## src/rtl/axi_rd_rr_arb_pkg.sv

```systemverilog
// Shared definitions for the AXI read round-robin arbiter.
// Holds default widths, the port-tag width and the AR FSM state enum.
package axi_rd_rr_arb_pkg;

    localparam int DEF_TAG_BITS   = 2;
    localparam int DEF_ID_WIDTH   = 16;
    localparam int ADDR_WIDTH     = 64;
    localparam int DATA_WIDTH     = 512;
    localparam int LEN_WIDTH      = 8;
    localparam int SIZE_WIDTH     = 3;

    typedef enum logic {
        ST_ARB  = 1'b0,
        ST_HOLD = 1'b1
    } ar_state_e;

    // Width of an index able to address n ports (at least one bit).
    function automatic int idx_width(input int n);
        return (n > 1) ? $clog2(n) : 1;
    endfunction

endpackage

```

## src/rtl/axi_rd_rr_arb_rr_pick.sv

```systemverilog
// Round-robin picker: first asserted request at or after ptr_i, cyclically.
// Ports: req_i request vector, ptr_i search start; gnt_o one-hot grant,
// idx_o grant index, any_o high when any request is asserted.
module rr_pick #(
    parameter int N  = 3,
    parameter int IW = 2
) (
    input  logic [N-1:0]  req_i,
    input  logic [IW-1:0] ptr_i,
    output logic [N-1:0]  gnt_o,
    output logic [IW-1:0] idx_o,
    output logic          any_o
);

    always_comb begin
        gnt_o = '0;
        idx_o = '0;
        any_o = 1'b0;
        for (int i = 0; i < N; i++) begin
            if (!any_o && req_i[(int'(ptr_i) + i) % N]) begin
                any_o                         = 1'b1;
                gnt_o[(int'(ptr_i) + i) % N]  = 1'b1;
                idx_o                         = IW'((int'(ptr_i) + i) % N);
            end
        end
    end

endmodule

```

## src/rtl/axi_rd_rr_arb.sv

```systemverilog
// AXI read-channel round-robin arbiter: NUM_PORTS requesters share one
// downstream AR/R port. The port index is carried in the low TAG_BITS of
// the downstream ID and used to route R beats back.
// Ports: clk/rst_n; per-port s_ar* / s_r*; downstream m_ar* / m_r*;
// idle (nothing outstanding or pending); err_bad_rid (sticky bad R tag).
//
// state   | meaning
// ST_ARB  | combinational round-robin grant among eligible requesters
// ST_HOLD | downstream stalled; keep presenting the registered grant
module axi_rd_rr_arb
    import axi_rd_rr_arb_pkg::*;
#(
    parameter int NUM_PORTS = 3,
    parameter int TAG_BITS  = DEF_TAG_BITS,
    parameter int ID_WIDTH  = DEF_ID_WIDTH,
    parameter int MAX_OUTST = 16
) (
    input  logic                                  clk,
    input  logic                                  rst_n,
    input  logic [NUM_PORTS-1:0]                  s_arvalid,
    output logic [NUM_PORTS-1:0]                  s_arready,
    input  logic [NUM_PORTS-1:0][ADDR_WIDTH-1:0]  s_araddr,
    input  logic [NUM_PORTS-1:0][ID_WIDTH-1:0]    s_arid,
    input  logic [NUM_PORTS-1:0][LEN_WIDTH-1:0]   s_arlen,
    input  logic [NUM_PORTS-1:0][SIZE_WIDTH-1:0]  s_arsize,
    output logic [NUM_PORTS-1:0]                  s_rvalid,
    input  logic [NUM_PORTS-1:0]                  s_rready,
    output logic [DATA_WIDTH-1:0]                 s_rdata,
    output logic [ID_WIDTH-1:0]                   s_rid,
    output logic                                  s_rlast,
    output logic [1:0]                            s_rresp,
    output logic                                  m_arvalid,
    input  logic                                  m_arready,
    output logic [ADDR_WIDTH-1:0]                 m_araddr,
    output logic [ID_WIDTH-1:0]                   m_arid,
    output logic [LEN_WIDTH-1:0]                  m_arlen,
    output logic [SIZE_WIDTH-1:0]                 m_arsize,
    input  logic                                  m_rvalid,
    output logic                                  m_rready,
    input  logic [DATA_WIDTH-1:0]                 m_rdata,
    input  logic [ID_WIDTH-1:0]                   m_rid,
    input  logic                                  m_rlast,
    input  logic [1:0]                            m_rresp,
    output logic                                  idle,
    output logic                                  err_bad_rid
);

    localparam int IW = idx_width(NUM_PORTS);
    localparam int CW = $clog2(MAX_OUTST + 1);

    ar_state_e                   state_q, state_d;
    logic [IW-1:0]               hold_q, hold_d;
    logic [IW-1:0]               rr_ptr_q, rr_ptr_d;
    logic [NUM_PORTS-1:0][CW-1:0] cnt_q, cnt_d;
    logic                        err_q, err_d;

    logic [NUM_PORTS-1:0]        elig, pick_gnt;
    logic [IW-1:0]               pick_idx, gnt_idx;
    logic                        pick_any, ar_hs;
    logic [TAG_BITS-1:0]         r_tag;
    logic                        tag_ok, rlast_hs;
    logic                        unused_arid_lo;

    always_comb begin
        for (int p = 0; p < NUM_PORTS; p++) begin
            elig[p] = s_arvalid[p] && (cnt_q[p] < CW'(MAX_OUTST));
        end
    end

    rr_pick #(.N(NUM_PORTS), .IW(IW)) u_pick (
        .req_i (elig),
        .ptr_i (rr_ptr_q),
        .gnt_o (pick_gnt),
        .idx_o (pick_idx),
        .any_o (pick_any)
    );

    always_comb begin
        state_d   = state_q;
        hold_d    = hold_q;
        gnt_idx   = pick_idx;
        m_arvalid = pick_any;
        s_arready = '0;
        unique case (state_q)
            ST_ARB: begin
                if (m_arready) begin
                    s_arready = pick_gnt;
                end else if (pick_any) begin
                    state_d = ST_HOLD;
                    hold_d  = pick_idx;
                end
            end
            ST_HOLD: begin
                // Other requesters are ignored until the held AR is taken.
                gnt_idx   = hold_q;
                m_arvalid = s_arvalid[hold_q];
                if (m_arready) begin
                    s_arready[hold_q] = m_arvalid;
                    state_d           = ST_ARB;
                end
            end
            default: state_d = ST_ARB;
        endcase
    end

    assign ar_hs    = m_arvalid && m_arready;
    assign rr_ptr_d = !ar_hs ? rr_ptr_q :
                      (gnt_idx == IW'(NUM_PORTS - 1)) ? '0 : gnt_idx + 1'b1;

    assign m_araddr = s_araddr[gnt_idx];
    assign m_arlen  = s_arlen[gnt_idx];
    assign m_arsize = s_arsize[gnt_idx];
    assign m_arid   = {s_arid[gnt_idx][ID_WIDTH-1:TAG_BITS], TAG_BITS'(gnt_idx)};

    // Requester-side low ID bits are overwritten by the port tag.
    assign unused_arid_lo = ^s_arid[gnt_idx][TAG_BITS-1:0];

    // R routing; beats with an out-of-range tag are sunk and flagged.
    assign r_tag  = m_rid[TAG_BITS-1:0];
    assign tag_ok = (32'(r_tag) < NUM_PORTS);

    always_comb begin
        s_rvalid = '0;
        m_rready = 1'b1;
        for (int p = 0; p < NUM_PORTS; p++) begin
            if (tag_ok && (r_tag == TAG_BITS'(p))) begin
                s_rvalid[p] = m_rvalid;
                m_rready    = s_rready[p];
            end
        end
    end

    assign s_rdata = m_rdata;
    assign s_rlast = m_rlast;
    assign s_rresp = m_rresp;
    assign s_rid   = {{TAG_BITS{1'b0}}, m_rid[ID_WIDTH-1:TAG_BITS]};

    assign rlast_hs = m_rvalid && m_rready && m_rlast && tag_ok;
    assign err_d    = err_q || (m_rvalid && !tag_ok);

    // Increment is only possible below MAX_OUTST (eligibility), decrement
    // is guarded against zero, so counters never wrap.
    always_comb begin
        for (int p = 0; p < NUM_PORTS; p++) begin
            logic inc, dec;
            inc      = ar_hs && (gnt_idx == IW'(p));
            dec      = rlast_hs && (r_tag == TAG_BITS'(p));
            cnt_d[p] = cnt_q[p];
            if (inc && !dec && (cnt_q[p] < CW'(MAX_OUTST))) begin
                cnt_d[p] = cnt_q[p] + 1'b1;
            end else if (dec && !inc && (cnt_q[p] != '0)) begin
                cnt_d[p] = cnt_q[p] - 1'b1;
            end
        end
    end

    assign idle        = (cnt_q == '0) && !m_arvalid;
    assign err_bad_rid = err_q;

    always_ff @(posedge clk or negedge rst_n) begin
        if (!rst_n) begin
            state_q  <= ST_ARB;
            hold_q   <= '0;
            rr_ptr_q <= '0;
            cnt_q    <= '0;
            err_q    <= 1'b0;
        end else begin
            state_q  <= state_d;
            hold_q   <= hold_d;
            rr_ptr_q <= rr_ptr_d;
            cnt_q    <= cnt_d;
            err_q    <= err_d;
        end
    end

endmodule

```

## config.mk

```make
export PLATFORM = sky130hd
export DESIGN_NAME = axi_rd_rr_arb
export DESIGN_NICKNAME = d
export VERILOG_FILES = /design/src/rtl/axi_rd_rr_arb_pkg.sv /design/src/rtl/axi_rd_rr_arb_rr_pick.sv /design/src/rtl/axi_rd_rr_arb.sv
export SDC_FILE = /design/constraint.sdc
export NUM_CORES = 1
export LEC_CHECK = 0
export ABC_AREA = 1
export CORE_AREA = 2 2 561 563
export CTS_CLUSTER_DIAMETER = 80
export DETAILED_ROUTE_END_ITERATION = 7
export DIE_AREA = 0 0 563 565
export GPL_TIMING_DRIVEN = 0
export PLACE_DENSITY_LB_ADDON = 0.05
export SLEW_MARGIN = 40
export SYNTH_ARGS = -nofsm -noshare
export SYNTH_HDL_FRONTEND = slang
export SYNTH_SLANG_ARGS = --single-unit
export TNS_END_PERCENT = 50
```

## constraint.sdc

```tcl
create_clock -name clk -period 3 [get_ports clk]
set_input_delay 0.45 -clock clk [delete_from_list [all_inputs] [get_ports clk]]
set_output_delay 0.45 -clock clk [all_outputs]
set_load 0.005 [all_outputs]
```

======== After elaboration in Yosys (flattened, before gate mapping) ========
Index checks and enable logic that the tools add are counted.
operators by class
  shift-type cells ........................ 0
  muxes and demuxes ....................... 58
  equality and inequality tests ........... 4
  reductions and logical operators ........ 57
  bitwise logic cells ..................... 5
  $add $sub $neg .......................... 9
  $mul .................................... 0
  magnitude comparators ................... 13
  divide/modulo/power cells ............... 3
operator list
  cell                                                                count
  binary-select mux 64 bit (select 2 bit)                             1
  greater-or-equal comparator 32 x 1 -> 1 bit, second input constant  3
  < comparator 32 x 4 -> 1 bit, second input constant                 3
  remainder unit 32 x 3 -> 32 bit, second input constant              2
  2-to-1 mux 64 bit                                                   1
  logical AND 1 bit                                                   36
  binary-select mux 16 bit (select 2 bit)                             1
  remainder unit 3 x 3 -> 32 bit, second input constant               1
  2-to-1 mux 5 bit                                                    6
  2-to-1 mux 1 bit                                                    24
  2-to-1 mux 3 bit                                                    6
  binary-select mux 8 bit (select 2 bit)                              1
  2-to-1 mux 16 bit                                                   1
  adder 5 x 1 -> 5 bit, second input constant                         3
  zero test 15 bit                                                    1
  < comparator 5 bit, second input constant                           3
  nonzero test 5 bit                                                  3
  subtractor 5 x 1 -> 5 bit, second input constant                    3
  zero test 1 bit                                                     10
  2-to-1 mux 2 bit                                                    5
  binary-select mux 1 bit (select 2 bit)                              4
  demux 1 bit (select 2 bit)                                          4
  2-to-1 mux 8 bit                                                    1
  binary-select mux 3 bit (select 2 bit)                              1
  other kinds (17)                                                    25
word-level totals
  output and inout bits ................... 632
  bits in read-only memories .............. 0
  bits in writable memories ............... 0
  memories kept ........................... 0
  bits of input ports ..................... 814
  word-level logic and storage cells ...... 156
  register bits ........................... 21
  latch bits .............................. 0

======== Depth between registers and ports, before layout ========
Gate-level depths: netlist (run 1).
  depth after elaboration ................. 20
  gate-level depth with buffers ........... 24
  depth with buffers taken out ............ 24

======== Hierarchy ========
A second synthesis (run 1) with hierarchy kept.
second synthesis, totals
  cell total of the unflattened synthesis .. 1113
  area total of the unflattened synthesis .. 7432.1 µm²
modules (own cells, without submodules)
  module         cells an instance  instances  area each (µm²)  seq. area each (µm²)
  axi_rd_rr_arb  1052               1          7111.8           525.5
  rr_pick        61                 1          320.3            0.0

======== Least setup slack after synthesis (run 1) ========
Ideal clock, no wire load.
  path kind ............................... flip-flop to flip-flop
  start point ............................. reg rr_ptr_q[0]
  end point ............................... reg cnt_q[4] (netlist name)
  setup time .............................. 0.123 ns
  buffers on the path ..................... 0
  stages on the path, launching flop included .. 23
  arrival ................................. 2.927 ns
  required time ........................... 2.877 ns
  setup slack ............................. -0.050 ns
  clock period less this slack ............ 3.050 ns
  path through ............................ dfrtp_1 > inv_1 > ha_1 > inv_2 > nand3_1 > nand2_1 > nand3_1 > nand2_1 > nor2_1 > nand2_1 > nand2_2 > nor2_8 > nand2_1 > nor2_2 > nand3_2 > ha_1 > a21o_1 > a31oi_1 > inv_1 > nand3_1 > nand2_1 > o21ai_0 > nand2_1
between the ends
  cells in the longest elaborated chain, start to end .. 18
  elaborated cells on any way between the ends .. 36
  those cells by class .................... add/sub: 2; div: 3; mux: 18; reduce/logical: 13
RTL lines
  what                                                                                      line                  text
  start: declaration                                                                        axi_rd_rr_arb.sv:53   logic [IW-1:0] rr_ptr_q, rr_ptr_d;
  start signal: assignment                                                                  axi_rd_rr_arb.sv:170  rr_ptr_q <= rr_ptr_d;
  parallel branches: the longest is 13 deep, another holds remainder unit 32 x 3 -> 32 bit  --
  logical AND 1 bit *                                                                       axi_rd_rr_arb.sv:146  inc = ar_hs && (gnt_idx == IW'(p));
  zero test 1 bit                                                                           axi_rd_rr_arb.sv:151  end else if (dec && !inc && (cnt_q[p] != '0)) begin
  logical AND 1 bit (2 in series)                                                           axi_rd_rr_arb.sv:151
  nonzero test 2 bit (no line)                                                              --
  end signal: assignment                                                                    axi_rd_rr_arb.sv:171  cnt_q <= cnt_d;
  end: declaration                                                                          axi_rd_rr_arb.sv:54   logic [NUM_PORTS-1:0][CW-1:0] cnt_q, cnt_d;
Every way passes the cells marked *. The select of a mux whose other input is x is not followed.
A chain may end at the register's enable or synchronous reset.

======== Worst setup path after layout (run 1) ========
  start point ............................. reg rr_ptr_q[1]
  end point ............................... out m_araddr[24]
between the ends
  cells in the longest elaborated chain, start to end .. 14
  elaborated cells on any way between the ends .. 26
  those cells by class .................... add/sub: 2; div: 3; mux: 17; reduce/logical: 4
RTL lines
  what                                                                                      line                         text
  parallel branches: the longest is 10 deep, another holds remainder unit 32 x 3 -> 32 bit  --
  2-to-1 mux 2 bit *                                                                        axi_rd_rr_arb_rr_pick.sv:20  if (!any_o && req_i[(int'(ptr_i) + i) % N]) begin
  2-to-1 mux 2 bit *                                                                        axi_rd_rr_arb.sv:84          unique case (state_q)
  binary-select mux 64 bit (select 2 bit) *                                                 axi_rd_rr_arb.sv:110         assign m_araddr = s_araddr[gnt_idx];
  2-to-1 mux 64 bit (implied by the code) *                                                 axi_rd_rr_arb.sv:110
  end: declaration                                                                          axi_rd_rr_arb.sv:34          output logic [ADDR_WIDTH-1:0] m_araddr,
Marks and branches as above.

==> out/results.tsv, run 1 <==
stage	metric	value	unit
floorplanning	Die W	563	µm
finish	FF+latch area	527	µm²
clock_network	Skew-Pair Late Insertion Delay	0.29	ns
floorplanning	CORE AREA	0.311	mm²
clock_network	hold buffers post-CTS	0	
synthesis	most frequent cells after synthesis	buf_4 (532), nand2_1 (258), a22oi_1 (80)	
place	DP Worst Slack	-2.36	ns
clock_network	H-tree lvl count	1	
finish	fillers	36700	
grt	antenna violations before repair	79	
clock_network	CTS tree	yes	
drt	final WL	125000	µm
drt	WL per Instance	20.0	µm
synthesis	post-synth top area share	0.532	
drt	met2 WL	67400	µm
floorplanning	Initial Util	0.0241	
power	switching pwr	0.0105	W
floorplanning	I/O pins	1446	
power	P per Cell Area	868	mW/mm²
grt	largest net degree at the start of global routing	16	
critical_path	Worst Path Arrival	3.05	ns
synthesis	synthesized cell area	0.00750	mm²
grt	first-pass GRT wire length	146000	µm
finish	Post-Layout Cell Count	6250	
critical_path	crit start category	flop	
finish	Final nets	2923	
outcome	status	finished, violations left	
synthesis	top cells by area, synth	buf_4 (53%), nand2_1 (13%), a22oi_1 (8.0%), dfrtp_1 (7.0%), nand3_1 (2.6%)	
critical_path	Cell Chain, Critical Path	ha_4 -> nor2_1 -> nand2_1 -> nand2_2 -> nor2_4 -> buf_4 -> nand3_2 -> nand3_2 -> nor2_1 -> nor2_2 -> nor2_4 -> buf_12 -> buf_16 -> buf_12 -> buf_4 -> buf_4 -> nand2_1 -> nand2_1 -> buf_4	
clock_network	clock sink count	21	
synthesis	asr flop ratio synth	1.00	
floorplanning	Rows	205	
floorplanning	die area	0.318	mm²
grt	vias in the first global route	11300	
finish	multi-input logic area	0.00320	mm²
critical_path	critical path's top delay family	buffers and inverters	
drt	top sig layer	met5	
place	dpl cells	6151	
critical_path	worst-path fanout max	7	
critical_path	worst stage delay on the critical path	0.45	ns
power	Seq pwr share	0.027	
sta	number of hold violations in the final report	0	
clock_network	total CTS buffers	3	
synthesis	register area share after synthesis	0.0700	
finish	layout cells sized above 1	0.422	
synthesis	Mapped Avg Cell Area	6.83	µm²
drt	DRT Pass-1 Iters	4	
sta	Worst-Margin Slew	0.642	ns
grt	Overflow after GRT	0	
sta	clk_skew	0.00860	ns
place	Port Buffers	909	
synthesis	yosys warns	0	
critical_path	Setup crit end kind	output pin	
drt	Iter 0 DRT Violations	297	
synthesis	number of synthesized flops with an enable pin	0	
drt	vias per cell	1.74	
sta	relative max-transition margin	0.571	
synthesis	Yosys top cell by area	buf_4	
outcome	failing checks	negative setup slack	
place	post-DP HPWL	114000	µm
drt	DRC Markers	0	
job	Max-Cap Viols	0	
power	clock power share	0.017	
finish	Layout area overhead	216	%
clock_network	CTS Root Cell	clkbuf_16	
critical_path	Crit path required time	2.55	ns
synthesis	most frequent cell after synthesis	buf_4	
sta	Final Setup Violations	94	
synthesis	Netlist cell types	38	
drt	met3 wire len	13000	µm
clock_network	Clock Pin Slew Worst Setup and Hold Paths	0.08	ns
critical_path	CP max stage cell	dfrtp_2	
synthesis	main flop type after synthesis	dfrtp_1	
drt	vias	10900	
drt	final antenna-violating net count	0	
floorplanning	die span in y	565	µm
power	Worst IR Drop VDD	0.000427	V
critical_path	most used cell, CP	buf_4	
critical_path	WS Path Type	reg2out	
sta	crit share post-route	1.17	
place	RePlAce Congestion	0.735	
synthesis	Post-Syn Instances	1099	
critical_path	Worst Path Buf+Inv	7	
sta	Pins Over Slew Limit	0	
power	Net Sw Frac	0.510	
power	leak pwr	8.90	nW
sta	Setup WS post-layout	-0.501	ns
synthesis	Yosys reg bits	21	
power	P_int	0.0101	W
sta	Final min period	3.50	ns
hold_path	Worst Hold Class	in2async	
clock_network	clock buffer depth	2	
grt	GR Util All Layers	0.0729	
sta	RSZ-0062 raised after global routing	yes	
drt	Metal-1 WL	43900	µm
sta	f_max	286	MHz
power	Combinational Power Share	0.956	
-- through the flow --
stage	setup TNS [ns]	hold WS, ns	util	cell area (µm²)	total power [W]
floorplan	0	0.154	-	7530	0.00579
global placement	-184.83	0.497	0.0700	21800	0.0164
detailed placement	-168.85	0.370	0.0702	21900	0.0162
CTS	-43.47	0.0487	0.0755	23500	0.0220
global route	-53.45	0.0424	0.0761	23700	0.0226
finish	-35.77	0.0264	0.0763	23700	0.0206
-- timing repair --
item                                    4_1_cts  5_1_grt
setup buffers                                58       11
endpoints found under the setup margin      109      107
gates resized for setup                     670       51
pin swaps                                    44       34
gates cloned                                 11        0
-- cell families (layout without fill, tap and decap cells) --
kind of cell    count (synthesis)  in the layout  synth area share
fa+ha+maj                      16             16            0.0297
flops                          21             21            0.0700
simple gates                  349            349             0.202
other cells                     1             20          0.000500
compound gates                111            111             0.112
xor+xnor                        6              6           0.00700
buf+inv                       595           1587             0.579
-- cells in the final DEF, fill, tap and decap left out, types with 3 or more instances in the layout --
cell,netlist,final
a21oi_1,6,5
a22oi_1,80,27
a22oi_2,9,62
buf_12,0,32
buf_16,0,17
buf_2,15,43
buf_4,532,576
buf_6,11,48
buf_8,1,8
clkbuf_16,0,3
clkdlybuf4s15_2,0,5
clkdlybuf4s50_1,0,811
dfrtp_1,21,20
diode_2,0,18
dlygate4sd2_1,0,4
fa_2,0,3
ha_1,13,7
ha_4,0,6
inv_1,28,25
inv_2,7,6
nand2_1,258,225
nand2_2,8,33
nand2_4,1,8
nand3_1,39,34
nand3_2,4,8
nand4_1,7,7
nor2_1,16,14
nor2_4,3,6
nor3_1,4,4
o21ai_0,5,5
o22ai_1,3,3
xor2_1,6,6
-- per-layer routing --
layer  GRT usage  vias to the layer above
li1            -                     5024
met1      0.0748                     4919
met2       0.142                      818
met5           0                        -
met4     0.00289                       44
met3      0.0313                       94
-- power groups by stage --
stage                     clock [W]  sequential (W)  combinational [W]
after CTS                  0.000380        0.000555             0.0211
after detailed placement          0        0.000554             0.0157
after global routing       0.000384        0.000579             0.0217
after floorplan                   0        0.000505            0.00528
final                      0.000347        0.000555             0.0197
after global placement            0        0.000563             0.0158
-- sequential cells by signal (all words and copies together), names as in the netlist --
| name | count |
|---|---|
| cnt_q | 15 |
| err_bad_rid | 1 |
| rr_ptr_q | 2 |
| hold_q | 2 |
| state_q | 1 |
-- area by class of cell --
type,instances,share of cell area
diodes,18,0.00190
repair buffers,988,0.421
multi-input cells,484,0.135
clock inverters,1,0.000316
clock buffers,3,0.00316
flip-flops and latches,21,0.0222
well taps,4140,0.218
repair inverters,1,0.000685
inverters,36,0.00680
plain buffers,558,0.191
-- worst reg2reg max path: stages, from the launching register on --
cell	delay (ns)
dfrtp_2	0.45
ha_4	0.32
nor2_1	0.04
nand2_1	0.12
nand2_2	0.08
nor2_4	0.15
nand3_1	0.10
nand2_2	0.10
nand2_4	0.07
nand2_4	0.09
nand2_8	0.08
nor2_4	0.12
buf_6	0.12
buf_4	0.12
nand4_4	0.17
fa_2	0.42
nand2_1	0.09
nand2_1	0.05
a21oi_1	0.18
nand4_1	0.12
nand2_1	0.07
inv_1	0.04
nand2_1	0.05
nand2_1	0.05
-- path summary, 6_finish.rpt --
path | depth (start not counted) | slack [ns] | start | to
max in group asynchronous | 2 | 2.56 | rst_n | rr_ptr_q[1]$_DFFE_PN0P_
min | 1 | 0.03 | rst_n | err_bad_rid$_DFF_PN0_
min reg2reg | 1 | 0.49 | err_bad_rid$_DFF_PN0_ | err_bad_rid$_DFF_PN0_
max reg2reg | 23 | -0.28 | rr_ptr_q[1]$_DFFE_PN0P_ | cnt_q[9]$_DFFE_PN0P_
max | 19 | -0.50 | rr_ptr_q[1]$_DFFE_PN0P_ | m_araddr[24]
min in group clk | 1 | 0.49 | err_bad_rid$_DFF_PN0_ | err_bad_rid$_DFF_PN0_
(Power assumes the default switching activity.)
==> inputs of run 2 (changes only) <==
--- a/config.mk
+++ b/config.mk
@@ -8,6 +8,7 @@
 export ABC_AREA = 1
 export CORE_AREA = 2 2 561 563
 export CTS_CLUSTER_DIAMETER = 80
+export CTS_CLUSTER_SIZE = 10
 export DETAILED_ROUTE_END_ITERATION = 7
 export DIE_AREA = 0 0 563 565
 export GPL_TIMING_DRIVEN = 0
==> results of run 2 <==
Same layout as run 1: the final DEF is identical, and so are final timing and power.
